### src/rtl/dmem_arbiter.sv
// ---------------------------------------------------------------------------
// dmem_arbiter
// Two-requester arbiter in front of a single-port data memory. It accepts one
// transaction at a time (IDLE -> ACCESS -> RESP), performs a single-cycle
// memory access and returns a response to the requester that owns it.
//
// Build option:
//   DMEM_ARB_RR_EN  defined   -> round-robin on contention (last-grant register)
//                   undefined -> fixed priority, requester 0 wins contention
//
// Parameters:
//   N      address/data width
//   DEPTH  number of valid memory words (word addresses 0..DEPTH-1)
//
// Ports:
//   clk, rst_n    clock, synchronous active-low reset
//   req_valid[2]  request valid per requester
//   req_ready[2]  request accepted (combinational, IDLE only)
//   req_we[2]     write flag per requester
//   req_addr      {addr1, addr0}, N bits each
//   req_wdata     {wdata1, wdata0}, N bits each
//   rsp_valid[2]  response valid to the owning requester
//   rsp_ready[2]  requester takes the response
//   rsp_rdata     read data (shared)
//   rsp_err       out-of-range address error
//   mem_rw        1 = read, 0 = write on next clk edge
//   mem_addr      memory word address
//   mem_wdata     memory write data
//   mem_rdata     combinational memory read data
// ---------------------------------------------------------------------------
module dmem_arbiter #(
    parameter int unsigned N     = 32,
    parameter int unsigned DEPTH = 64
) (
    input  logic           clk,
    input  logic           rst_n,
    input  logic [1:0]     req_valid,
    output logic [1:0]     req_ready,
    input  logic [1:0]     req_we,
    input  logic [2*N-1:0] req_addr,
    input  logic [2*N-1:0] req_wdata,
    output logic [1:0]     rsp_valid,
    input  logic [1:0]     rsp_ready,
    output logic [N-1:0]   rsp_rdata,
    output logic           rsp_err,
    output logic           mem_rw,
    output logic [N-1:0]   mem_addr,
    output logic [N-1:0]   mem_wdata,
    input  logic [N-1:0]   mem_rdata
);

    typedef enum logic [1:0] {
        S_IDLE   = 2'd0,
        S_ACCESS = 2'd1,
        S_RESP   = 2'd2
    } state_t;

    state_t       r_state;
    logic         r_we;
    logic         r_owner;
    logic         r_err;
    logic [N-1:0] r_addr;
    logic [N-1:0] r_wdata;
    logic [N-1:0] r_rdata;
`ifdef DMEM_ARB_RR_EN
    logic         r_last;
`endif

    logic [1:0]   w_grant;
    logic         w_sel;
    logic         w_in_range;
    logic         w_access;

    // Winner selection; a lone requester always wins
    always_comb begin
        w_grant = req_valid;
        if (req_valid == 2'b11) begin
`ifdef DMEM_ARB_RR_EN
            w_grant = r_last ? 2'b01 : 2'b10;
`else
            w_grant = 2'b01;
`endif
        end
    end

    assign w_sel      = w_grant[1];
    // Full-width unsigned compare: large addresses must not alias into range
    assign w_in_range = (r_addr < N'(DEPTH));

    // Transaction FSM and captured request
    always_ff @(posedge clk) begin
        if (!rst_n) begin
            r_state <= S_IDLE;
            r_we    <= 1'b0;
            r_owner <= 1'b0;
            r_err   <= 1'b0;
            r_addr  <= '0;
            r_wdata <= '0;
            r_rdata <= '0;
`ifdef DMEM_ARB_RR_EN
            r_last  <= 1'b1;
`endif
        end else begin
            case (r_state)
                S_IDLE: begin
                    if (|req_valid) begin
                        r_we    <= req_we[w_sel];
                        r_addr  <= w_sel ? req_addr[2*N-1:N]  : req_addr[N-1:0];
                        r_wdata <= w_sel ? req_wdata[2*N-1:N] : req_wdata[N-1:0];
                        r_owner <= w_sel;
`ifdef DMEM_ARB_RR_EN
                        r_last  <= w_sel;
`endif
                        r_state <= S_ACCESS;
                    end
                end
                S_ACCESS: begin
                    r_rdata <= (!r_we && w_in_range) ? mem_rdata : '0;
                    r_err   <= !w_in_range;
                    r_state <= S_RESP;
                end
                S_RESP: begin
                    if (rsp_ready[r_owner]) begin
                        r_state <= S_IDLE;
                    end
                end
                default: r_state <= S_IDLE;
            endcase
        end
    end

    // Outputs are gated by rst_n so a reset cycle never writes memory or
    // presents a response, even before the state register has been cleared
    assign w_access  = rst_n && (r_state == S_ACCESS);

    assign req_ready = (rst_n && (r_state == S_IDLE)) ? w_grant : 2'b00;
    assign rsp_valid = (rst_n && (r_state == S_RESP)) ? (r_owner ? 2'b10 : 2'b01) : 2'b00;
    assign rsp_rdata = rst_n ? r_rdata : '0;
    assign rsp_err   = rst_n & r_err;

    assign mem_rw    = !(w_access && r_we && w_in_range);
    assign mem_addr  = w_access ? r_addr  : '0;
    assign mem_wdata = w_access ? r_wdata : '0;

endmodule

### config.mk
export PLATFORM = sky130hd
export DESIGN_NAME = dmem_arbiter
export DESIGN_NICKNAME = d
export VERILOG_FILES = /design/src/rtl/dmem_arbiter.sv
export SDC_FILE = /design/constraint.sdc
export NUM_CORES = 1
export LEC_CHECK = 0
export BUFFER_PORTS_ARGS = -buffer_cell sky130_fd_sc_hd__buf_4
export CAP_MARGIN = 25
export CORE_MARGIN = 2
export CORE_UTILIZATION = 40
export CTS_BUF_LIST = sky130_fd_sc_hd__clkbuf_2 sky130_fd_sc_hd__clkbuf_4 sky130_fd_sc_hd__clkbuf_8
export DETAILED_ROUTE_END_ITERATION = 8
export GPL_ROUTABILITY_DRIVEN = 0
export GPL_TIMING_DRIVEN = 0
export PLACE_DENSITY = 0.72
export SYNTH_ARGS = -nofsm -noshare
export SYNTH_HDL_FRONTEND = slang
export SYNTH_SLANG_ARGS = --single-unit
export TNS_END_PERCENT = 100
### constraint.sdc
create_clock -name clk -period 1.7 [get_ports clk]
set_input_delay 0.255 -clock clk [delete_from_list [all_inputs] [get_ports clk]]
set_output_delay 0.255 -clock clk [all_outputs]
set_load 0.05 [all_outputs]
==> out/metrics.csv <==
metric,value,unit
pre-CTS WS,-0.228,ns
drt drc,0,
critical path arrival,1.75,ns
failing checks,negative setup slack,
crit path kind,reg2out,
Total Negative Setup Slacks,-9.24,ns
clk slew on worst S/H paths,0.09,ns
GRT met1 Usage,34.0,%
# rows,41,
TritonCTS clock tree,yes,
Cell variety after synth,31,
endpoints failing hold,0,
first-pass GRT wire length,31100,um
DRT Wirelength,19900,um
IO Port Bufs,269,
Post-synth EDFFs,0,
Clock Path Buffers,2,
met2 usage,46.7,%
Leak,4.47,nW
IO Pins,270,
Tmin final,2.01,ns
TritonCTS buffer count,9,
relative slew slack,56.5,%
# nets final,1130,
Main synth FF type,dfxtp_1,
grt total ovfl,0,
Startpoint Class,flip-flop,
total power,0.00643,W
f_max,498,MHz
GR Util met3,6.30,%
largest net degree at the start of global routing,15,
Syn Inst Count,654,
number of global-route vias before repair,5964,
synthesized area per cell,7.90,sq um
"commonest cells after routing, fill and taps aside","220 x buf_4, 164 x nand2_1, 94 x dfxtp_1",
Vias,5968,
Layout area overhead,75.3,%
dpl hpwl,13900,um
Critical Path RT,1.44,ns
Routed WL per cell,17.5,um
final worst-path setup slack,-0.307,ns
Worst setup EP type,output pin,
Hold Crit Class,in2reg,
"most common cell after layout, fill and taps aside",buf_4,
TritonRoute pass-1 iters,4,
Core ar.,0.0126,sq mm
Die X-Extent,118,um
"Most Used Layer, Global Route",met2,
area fraction of the dominant cell type after synthesis,39.1,%
"Max FO, Critical Path",3,
synth top area cells,"dfxtp_1 39%, nand2_1 12%, and3_1 7.7%",
Syn Std Cell Area,0.00517,sq mm
CTS sink cnt,101,
Slew Limit Fails,0,
"area leader, netlist",dfxtp_1,
GRT Overall Usage,27.9,%
asr flop ratio synth,0,%
synthesized flop and latch total,101,
status,finished with violations,
measured slew at the worst slew-check pin,0.651,ns
Clock H-tree levels,3,
antenna-violating nets left,0,
peak supply drop,0.387,mV
RSZ-0062 raised after global routing,yes,
Starting Density,41.0,%
Setup Skew,0.00738,ns
CTS Hold Bufs,0,
DIE HEIGHT,118,um
antenna fix cells,0,
die area,0.0138,sq mm
register area share after synthesis,39.1,%
PD cells,709,mW/mm^2
fin crit share,118,%
drt via density,5.24,
Yosys Warn Count,0,
ratio of cells with drive above 1 in the final layout,49.0,%
synthesized net count,822,
DR iter-0 viols,295,
post-layout util,71.8,%
setup violators final,68,
Max Cap Viol,0,
clk_lat worst skew,0.37,ns
Root Driver,clkbuf_8,
initial antenna violation count,0,
-- critical path, stage by stage, from the launching register on --
cell,delay (ns)
dfxtp_2,0.35
nor4_4,0.33
nand4_4,0.18
buf_12,0.17
nor2_4,0.07
nand4_1,0.09
buf_6,0.18
-- worst paths after layout --
kind,slack [ns],end,cells past startpoint,startpoint
min,0.12,r_state[1]$_SDFFE_PN0P_,2,rsp_ready[1]
max reg2reg,-0.01,r_addr[27]$_SDFFE_PN0P_,7,r_state[0]$_SDFFE_PN0P_
max,-0.31,mem_rw,6,r_addr[14]$_SDFFE_PN0P_
min reg2reg,0.51,r_wdata[0]$_SDFFE_PN0P_,1,r_wdata[0]$_SDFFE_PN0P_
-- routing by layer --
metal	wire length [um]	share of wire [%]
met1	8290	42
met2	9660	49
met3	1220	6.1
met4	731	3.7
met5	0	0
-- area by class of cell --
type | instances | area [sq um]
buffer | 64 | 462
multi-input combinational | 486 | 3320
timing repair buffer | 298 | 2840
fill | 1015 | 3560
inverter | 2 | 7.51
clock inverter | 2 | 35.0
clock buffer | 13 | 154
tap | 172 | 215
sequential | 101 | 2030
-- stage by stage --
step / hold WS [ns] / area [sq um] / cells
6_report: 0.117 / 9060 / 1138
5_1_grt: 0.121 / 9060 / 1138
4_1_cts: 0.106 / 8770 / 1132
3_5_place_dp: 0.480 / 7430 / 1095
3_3_place_gp: 0.471 / 7430 / 1095
2_1_floorplan: 0.401 / 5200 / 654
-- repair_timing --
action	in CTS	in global routing
endpoints found under the setup margin	76	160
gates resized for setup	226	88
setup buffers	14	7
gates cloned	8	3
pin swaps	34	8
-- sequential cells by signal, summed over array words and instances, names as in the netlist --
name and count:
r_addr 32, r_err 1, r_owner 1, r_rdata 32, r_state 2, r_wdata 32, r_we 1
-- cell usage after synthesis (2+ instances only) --
| cell | instances |
|---|---|
| a21o_1 | 32 |
| a21oi_1 | 42 |
| a31oi_1 | 39 |
| a31oi_2 | 2 |
| and2_1 | 33 |
| and3_1 | 64 |
| buf_2 | 13 |
| buf_6 | 7 |
| clkbuf_1 | 44 |
| dfxtp_1 | 101 |
| inv_1 | 2 |
| nand2_1 | 164 |
| nand2b_1 | 2 |
| nand3_1 | 25 |
| nand4_1 | 2 |
| nor2_1 | 7 |
| nor2b_1 | 3 |
| nor3_1 | 3 |
| nor3_2 | 30 |
| nor4_1 | 3 |
| nor4_2 | 3 |
| o211a_1 | 24 |
-- where the power goes --
| group | switching, W | internal (W) | leakage, nW | total [W] |
|---|---|---|---|---|
| combinational | 0.00104 | 0.000997 | 3.54 | 0.00204 |
| sequential | 0.000213 | 0.00261 | 0.834 | 0.00282 |
| clock | 0.000826 | 0.000740 | 0.101 | 0.00157 |
-- logic make-up after synthesis --
kind of cell / synth area share (%)
compound gates: 19.0
buf+inv: 6.20
flops: 39.1
simple gates: 35.7
No activity file was read; power rests on OpenSTA's default activity.
